==> config.mk <==
export PLATFORM = sky130hd
export DESIGN_NAME = pulse_event_arbiter
export DESIGN_NICKNAME = d
export VERILOG_FILES = /design/src/rtl/pulse_event_arbiter.sv
export SDC_FILE = /design/constraint.sdc
export NUM_CORES = 1
export LEC_CHECK = 0
export CAP_MARGIN = 15
export CORE_UTILIZATION = 44
export CTS_CLUSTER_DIAMETER = 60
export CTS_CLUSTER_SIZE = 25
export DETAILED_ROUTE_END_ITERATION = 12
export GPL_TIMING_DRIVEN = 1
export PLACE_DENSITY_LB_ADDON = 0.08
export SLEW_MARGIN = 10
export SYNTH_ARGS = -nofsm -noshare
export SYNTH_HDL_FRONTEND = slang
export SYNTH_HIERARCHICAL = 1
export SYNTH_SLANG_ARGS = --single-unit
==> constraint.sdc <==
create_clock -name clk -period 1.6 [get_ports clk]
set_input_delay 0.24 -clock clk [delete_from_list [all_inputs] [get_ports clk]]
set_output_delay 0.24 -clock clk [all_outputs]
set_load 0.03 [all_outputs]
==> src/rtl/pulse_event_arbiter.sv <==
// pulse_event_arbiter: synchronises N_REQ async pulse lines, latches their rising edges as pending
// events and serves them round-robin on a valid/ready port. Define PULSE_ARB_COUNT_EN for per-line counters.
module pulse_event_arbiter_lane #(
  parameter int SYNC_STAGES = 2,
  parameter int CNT_W       = 8
) (
  input  logic             clk,
  input  logic             reset,
  input  logic             pulse,
  input  logic             accept,
  input  logic             clear_ovf,
  output logic             pending,
  output logic             overflow,
  output logic [CNT_W-1:0] count
);
  logic [SYNC_STAGES-1:0] sff;
  logic                   sync_d;
  logic                   rise;

  assign rise = sff[SYNC_STAGES-1] & ~sync_d;

  always_ff @(posedge clk or posedge reset) begin
    if (reset) begin
      sff      <= '0;
      sync_d   <= 1'b0;
      pending  <= 1'b0;
      overflow <= 1'b0;
    end else begin
      sff    <= {sff[SYNC_STAGES-2:0], pulse};
      sync_d <= sff[SYNC_STAGES-1];
      // an edge coinciding with acceptance is a fresh event, not an overflow
      if (accept)    pending <= rise;
      else if (rise) pending <= 1'b1;
      if (clear_ovf)                         overflow <= 1'b0;
      else if (rise && pending && !accept)   overflow <= 1'b1;
    end
  end

`ifdef PULSE_ARB_COUNT_EN
  always_ff @(posedge clk or posedge reset) begin
    if (reset)                          count <= '0;
    else if (clear_ovf)                 count <= '0;
    else if (accept && (count != '1))   count <= count + 1'b1;
  end
`else
  assign count = '0;
`endif
endmodule

module pulse_event_arbiter #(
  parameter int N_REQ       = 4,
  parameter int SYNC_STAGES = 2,
  parameter int CNT_W       = 8
) (
  input  logic                     clk,
  input  logic                     reset,
  input  logic [N_REQ-1:0]         pulse,
  output logic                     evt_valid,
  output logic [$clog2(N_REQ)-1:0] evt_id,
  input  logic                     evt_ready,
  output logic [N_REQ-1:0]         overflow,
  input  logic                     clear_ovf,
  output logic [N_REQ*CNT_W-1:0]   evt_count
);
  localparam int IDW = $clog2(N_REQ);

  typedef enum logic {IDLE, OFFER} state_t;
  state_t state, state_nx;

  logic [N_REQ-1:0]            pending;
  logic [N_REQ-1:0]            accept;
  logic [N_REQ-1:0][CNT_W-1:0] cnt;
  logic [IDW-1:0]              rr_ptr, rr_nx, id_nx, sel;
  logic                        found;

  genvar g;
  generate
    for (g = 0; g < N_REQ; g++) begin : g_lane
      pulse_event_arbiter_lane #(.SYNC_STAGES(SYNC_STAGES), .CNT_W(CNT_W)) u_lane (
        .clk      (clk),
        .reset    (reset),
        .pulse    (pulse[g]),
        .accept   (accept[g]),
        .clear_ovf(clear_ovf),
        .pending  (pending[g]),
        .overflow (overflow[g]),
        .count    (cnt[g])
      );
    end
  endgenerate

  assign evt_count = cnt;
  assign evt_valid = (state == OFFER);

  // first pending line at or after rr_ptr, wrapping
  always_comb begin
    int j;
    j     = 0;
    found = 1'b0;
    sel   = rr_ptr;
    for (int k = 0; k < N_REQ; k++) begin
      j = int'(rr_ptr) + k;
      if (j >= N_REQ) j = j - N_REQ;
      if (!found && pending[j]) begin
        found = 1'b1;
        sel   = IDW'(j);
      end
    end
  end

  always_comb begin
    state_nx = state;
    id_nx    = evt_id;
    rr_nx    = rr_ptr;
    accept   = '0;
    case (state)
      IDLE: if (found) begin
        state_nx = OFFER;
        id_nx    = sel;
      end
      OFFER: if (evt_ready) begin
        accept[evt_id] = 1'b1;
        rr_nx          = (evt_id == IDW'(N_REQ-1)) ? '0 : evt_id + 1'b1;
        state_nx       = IDLE;
      end
      default: state_nx = IDLE;
    endcase
  end

  always_ff @(posedge clk or posedge reset) begin
    if (reset) begin
      state  <= IDLE;
      evt_id <= '0;
      rr_ptr <= '0;
    end else begin
      state  <= state_nx;
      evt_id <= id_nx;
      rr_ptr <= rr_nx;
    end
  end
endmodule

== Word level (Yosys, flattened, before mapping) ==
Index checks and enable logic that the tools add are counted.

* Bitwise logic cells: 9
* Equal/unequal tests: 1
* Add/sub/neg operators: 8
* Muxes and demuxes: 48
* Magnitude comparators: 10
* Reductions and logical operators: 29

{| class="wikitable"
|+ Operator list
! operator !! number
|-
| $lt 32x4->1 const B || 4
|-
| $mux 32 || 4
|-
| $mux 1 || 31
|-
| $reduce_bool 2->1 || 8
|-
| $logic_and 1x1->1 || 12
|-
| $sub 3x3->4 const B || 3
|-
| $mux 2 || 5
|-
| $ge 3x3->1 const B || 3
|-
| $bmux 1 s2 || 4
|-
| $mux 4 || 2
|-
| $logic_not 1->1 || 7
|-
| $add 2x2->3 const B || 2
|-
| $not 1->1 || 5
|-
| $and 1x1->1 || 4
|-
| $reduce_and 2->1 || 2
|-
| $sub 2x3->4 const B || 1
|-
| $add 2x1->3 const B || 1
|-
| $ge 2x3->1 const B || 1
|-
| $lt 2x3->1 const B || 1
|-
| $add 2x1->2 const B || 1
|-
| $demux 1 s2 || 1
|-
| $eq 2x2->1 const B || 1
|-
| $ge 2x1->1 const B || 1
|-
| $pmux 1 s2 || 1
|}

* Flip-flop bits (word level): 25
* Word-level logic and storage cells: 124

== Logic depth before layout (Yosys ltp) ==
* Depth after elaboration: 17
* Depth in mapped cells: 5

== Cells and area by module ==
The synthesis kept the hierarchy.

{| class="wikitable"
|+ Modules (own cells, without submodules)
! module !! instances !! cells an instance !! area each (sq um)
|-
| pulse_event_arbiter_lane || 4 || 21 || 226.5
|-
| pulse_event_arbiter || 1 || 42 || 376.6
|}

== Least setup slack after synthesis ==
OpenSTA, ideal clock, no wires.

* Kind: register to register
* From: register evt_id[0]
* To: register g_lane[2].u_lane.overflow
* Path slack: 0.191 ns
* Path buffers: 0
* Stages on the path, launching flop included: 6
* Clock period less this slack: 1.409 ns
* Arrival time: 1.332 ns
* Cells stage by stage: dfrtp_1 -> inv_1 -> ha_1 -> and3_1 -> nand4bb_1 -> a21oi_1

* Longest elaborated chain between the ends: 9
* Elaborated cells on any way between the ends: 10
* Those cells by class: order compare (2); mux (4); reduce/logical (4)

{| class="wikitable"
|+ Ends and longest elaborated chain
! element !! RTL line !! text
|-
| from (decl) || 59 || <nowiki>output logic [$clog2(N_REQ)-1:0] evt_id,</nowiki>
|-
| from (signal assigned) || 137 || <nowiki>evt_id <= id_nx;</nowiki>
|-
| $lt 2x3->1 (implied by the code) or $ge 2x1->1 (tied branches) || 122 || <nowiki>accept[evt_id] = 1'b1;</nowiki>
|-
| $logic_and 1x1->1 (implied by the code) || 122 ||
|-
| $mux 1 (implied by the code) || 122 ||
|-
| $demux 1 s2 (*) || 122 ||
|-
| $mux 4 (*) || 121 || <nowiki>OFFER: if (evt_ready) begin</nowiki>
|-
| $mux 4 (*) || 116 || <nowiki>case (state)</nowiki>
|-
| net accept[2] || 71 || <nowiki>logic [N_REQ-1:0] accept;</nowiki>
|-
| $logic_not 1->1 (*) || 35 || <nowiki>else if (rise && pending && !accept) overflow <= 1'b1;</nowiki>
|-
| $logic_and 1x1->1 (*) || 35 ||
|-
| $reduce_bool 2->1 (no source line) (*) || - ||
|-
| to (signal assigned) || 27 || <nowiki>overflow <= 1'b0;</nowiki>
|-
| to (signal assigned) || 34 || <nowiki>if (clear_ovf) overflow <= 1'b0;</nowiki>
|-
| to (signal assigned) || 35 ||
|-
| to (decl) || 13 || <nowiki>output logic overflow,</nowiki>
|}

The timed path passes the listed nets; every way through them passes the cells marked *.
A chain may end at the register's enable or synchronous reset.

== Final worst setup path ==
* From: register state, in the netlist evt_valid
* To: output evt_valid

{| class="wikitable"
|+ RTL lines
! element !! RTL line !! text
|-
| from (decl) || 68 || <nowiki>state_t state, state_nx;</nowiki>
|-
| from (signal assigned) || 136 || <nowiki>state <= state_nx;</nowiki>
|-
| to (decl) || 58 || <nowiki>output logic evt_valid,</nowiki>
|}

No word-level cell between the ends.

==> flow_metrics.env <==
export IMPL_clock_sinks=25
export IMPL_remaining_drc_errors=0
export IMPL_critPathKind="register to primary output"
export IMPL_root_buffer="clkbuf_4"
export IMPL_first_iter_violations=10
export IMPL_worstSkewPairLatency_ns=0.31
export IMPL_fill_cells=262
export IMPL_fin_util_pct=48.9
export IMPL_slowest_delay_ns=0.51
export IMPL_setup_violations=0
export IMPL_peakVddDrop_uv=704
export IMPL_core_sq_um=2760
export IMPL_finalMaxSlewViolations=0
export IMPL_layout_drive_gt1_share_pct=5.00
export IMPL_path_buf_inv=1
export IMPL_ant_nets=0
export IMPL_viasPerCell=4.40
export IMPL_chipHeight_um=56.0
export IMPL_p_leak_nw=0.744
export IMPL_dieArea_sq_um=3130
export IMPL_drt_total_wl_mm=1.91
export IMPL_path_delay_family="flip-flops"
export IMPL_vias=753
export IMPL_async_flop_share_pct=100
export IMPL_crit_path_end_kind="primary output"
export IMPL_finalHoldViolations=0
export IMPL_critical_path_max_fanout=8
export IMPL_crit_required_ns=1.36
export IMPL_htreeDepth=1
export IMPL_synth_most_common_cell="buf_4"
export IMPL_yosysWarnings=6
export IMPL_grt_start_max_net_pins=14
export IMPL_cp_start_kind="register"
export IMPL_instances_no_fill=171
export IMPL_clockBufferDepth=2
export IMPL_fin_nets=153
export IMPL_synth_cell_types=23
export IMPL_grtUsageTotal_pct=12.8
export IMPL_rsz0062_at_grt="no"
export IMPL_io_buffers=14
export IMPL_hold_class="input pin to asynchronous set/reset pin"
export IMPL_initial_core_util_pct=46.5
export IMPL_ff2ff_setup_slack_ns=0.23
export IMPL_gp_congestion=0.777
export IMPL_drt_pass1_iterations=4
export IMPL_cts_buffers=3
export IMPL_seq_area_frac_synth_pct=48.8
export IMPL_die_w_um=56.0
export IMPL_power_density_nw_per_um2=1330
export IMPL_avgSynthCellArea_sq_um=10.2
export IMPL_io_pin_count=47
export IMPL_syn_to_final_growth_pct=5.07
export IMPL_period_minus_slack_ns=1.49
export IMPL_synth_edf_count=0
export IMPL_rows=19
export IMPL_period_share_pct=93.3
export IMPL_critPathSlowestCell="dfrtp_1"
export IMPL_synth_area_leader_cell="dfrtp_1"
export IMPL_synth_ff_type="dfrtp_1"
export IMPL_dp_slack_ns=0.185
export IMPL_cp_arrival_ns=1.25
export IMPL_synth_commonest_cells="buf_4 (32), dfrtp_1 (25), inv_1 (23)"
export IMPL_synth_ff_latch_count=25
export IMPL_fmax_mhz=670
export IMPL_wire_per_inst_um=11.2
export IMPL_netlist_instances=126
export IMPL_overflow=0
export IMPL_maxCapViolCount=0
export IMPL_clk_pin_slew_ns=0.13
export IMPL_antenna_cells=0
export IMPL_worst_slack_ns=0.107
export IMPL_dp_hpwl_mm=1.46
export IMPL_antenna_found_initial=0
export IMPL_post_cts_buffers=0
export IMPL_first_global_vias=636
export IMPL_setup_tns_ns=0
export IMPL_synth_area_leaders="dfrtp_1 (49%), buf_4 (19%), inv_1 (6.7%)"
export IMPL_status="finished clean"
export IMPL_synthesis_area_sq_um=1280
export IMPL_crit_path_cell_trace="dlygate4sd2_1"
export IMPL_skew_ns=0.0161
export IMPL_dp_cells=167
export IMPL_grt_pass1_wl_mm=3.01
export IMPL_cts_tree="done"
export IMPL_netlist_area_leader_share_pct=48.8
-- per-stage QoR --
stage	power [mW]	area [sq um]	hold slack [ns]
2_1_floorplan	1.41	1390	0.0185
3_3_place_gp	1.54	1330	0.333
3_5_place_dp	1.55	1330	0.335
4_1_cts	1.80	1350	0.279
5_1_grt	1.91	1350	0.290
6_report	1.79	1350	0.259
-- power breakdown --
group / internal [mW] / switching, mW
Combinational: 0.223 / 0.386
Sequential: 0.747 / 0.161
Clock: 0.0972 / 0.172
Total: 1.07 / 0.719
-- routing by layer --
layer,share of wire (%),track usage [%],vias to the layer above
met5,0,0,-
met4,1.6,6.27,0
met3,4.5,2.79,4
met2,43,18.9,29
met1,51,17.8,355
li1,-,-,365
-- sequential cells by signal (all words and copies together), names as in the netlist --
name                    cells
evt_valid                   1
g_lane.u_lane/pending       4
g_lane.u_lane/sff           8
rr_ptr                      2
g_lane.u_lane/sync_d        4
g_lane.u_lane/overflow      4
evt_id                      2
-- layout make-up --
class / count / area [sq um] / area share [%]
multi-input combinational: 74 / 435 / 32.3
clock buffer: 4 / 26.3 / 1.95
tap: 31 / 38.8 / 2.88
sequential: 25 / 626 / 46.4
timing repair buffer: 14 / 135 / 10.0
inverter: 23 / 86.3 / 6.41
-- worst paths after layout --
kind	start	cells past startpoint	end
hold reg to reg	g_lane[1].u_lane/sff[0]	0	g_lane[1].u_lane/sff[1]
setup reg to reg	evt_id[0]	5	g_lane[2].u_lane/overflow
setup / recovery	evt_valid	1	evt_valid
hold / removal	reset	2	g_lane[3].u_lane/pending
max in group asynchronous	reset	2	g_lane[2].u_lane/pending
min in group clk	pulse[3]	1	g_lane[3].u_lane/sff[0]
-- kinds of logic after synthesis --
kind of cell / after synthesis / share of synthesized area [%]
compound gates: 19 / 9.46
fa+ha+maj: 4 / 3.90
buf+inv: 55 / 25.5
flops: 25 / 48.8
mux: 2 / 1.66
other cells: 4 / 1.17
simple gates: 17 / 9.56
-- repair_timing --
action                                  in CTS  in global routing
endpoints found under the setup margin       6                  1
resized for setup                            6                  1
pin swaps                                    0                  0
cloned                                       0                  0
hold buffers                                 0                  0
-- layout by cell type (no fill, tap or decap), types with 2 or more instances in the layout --
master           Yosys  final
clkdlybuf4s50_1      0      7
clkbuf_4             0      3
nor2b_1              2      2
nand4bb_1            4      4
inv_1               23     23
a21oi_1              7      7
and3_1               4      4
o22ai_1              5      5
dlygate4sd2_1        0      6
conb_1               4     32
nand2_1              4      4
dfrtp_1             25     25
ha_1                 4      4
(Power assumes the default switching activity.)
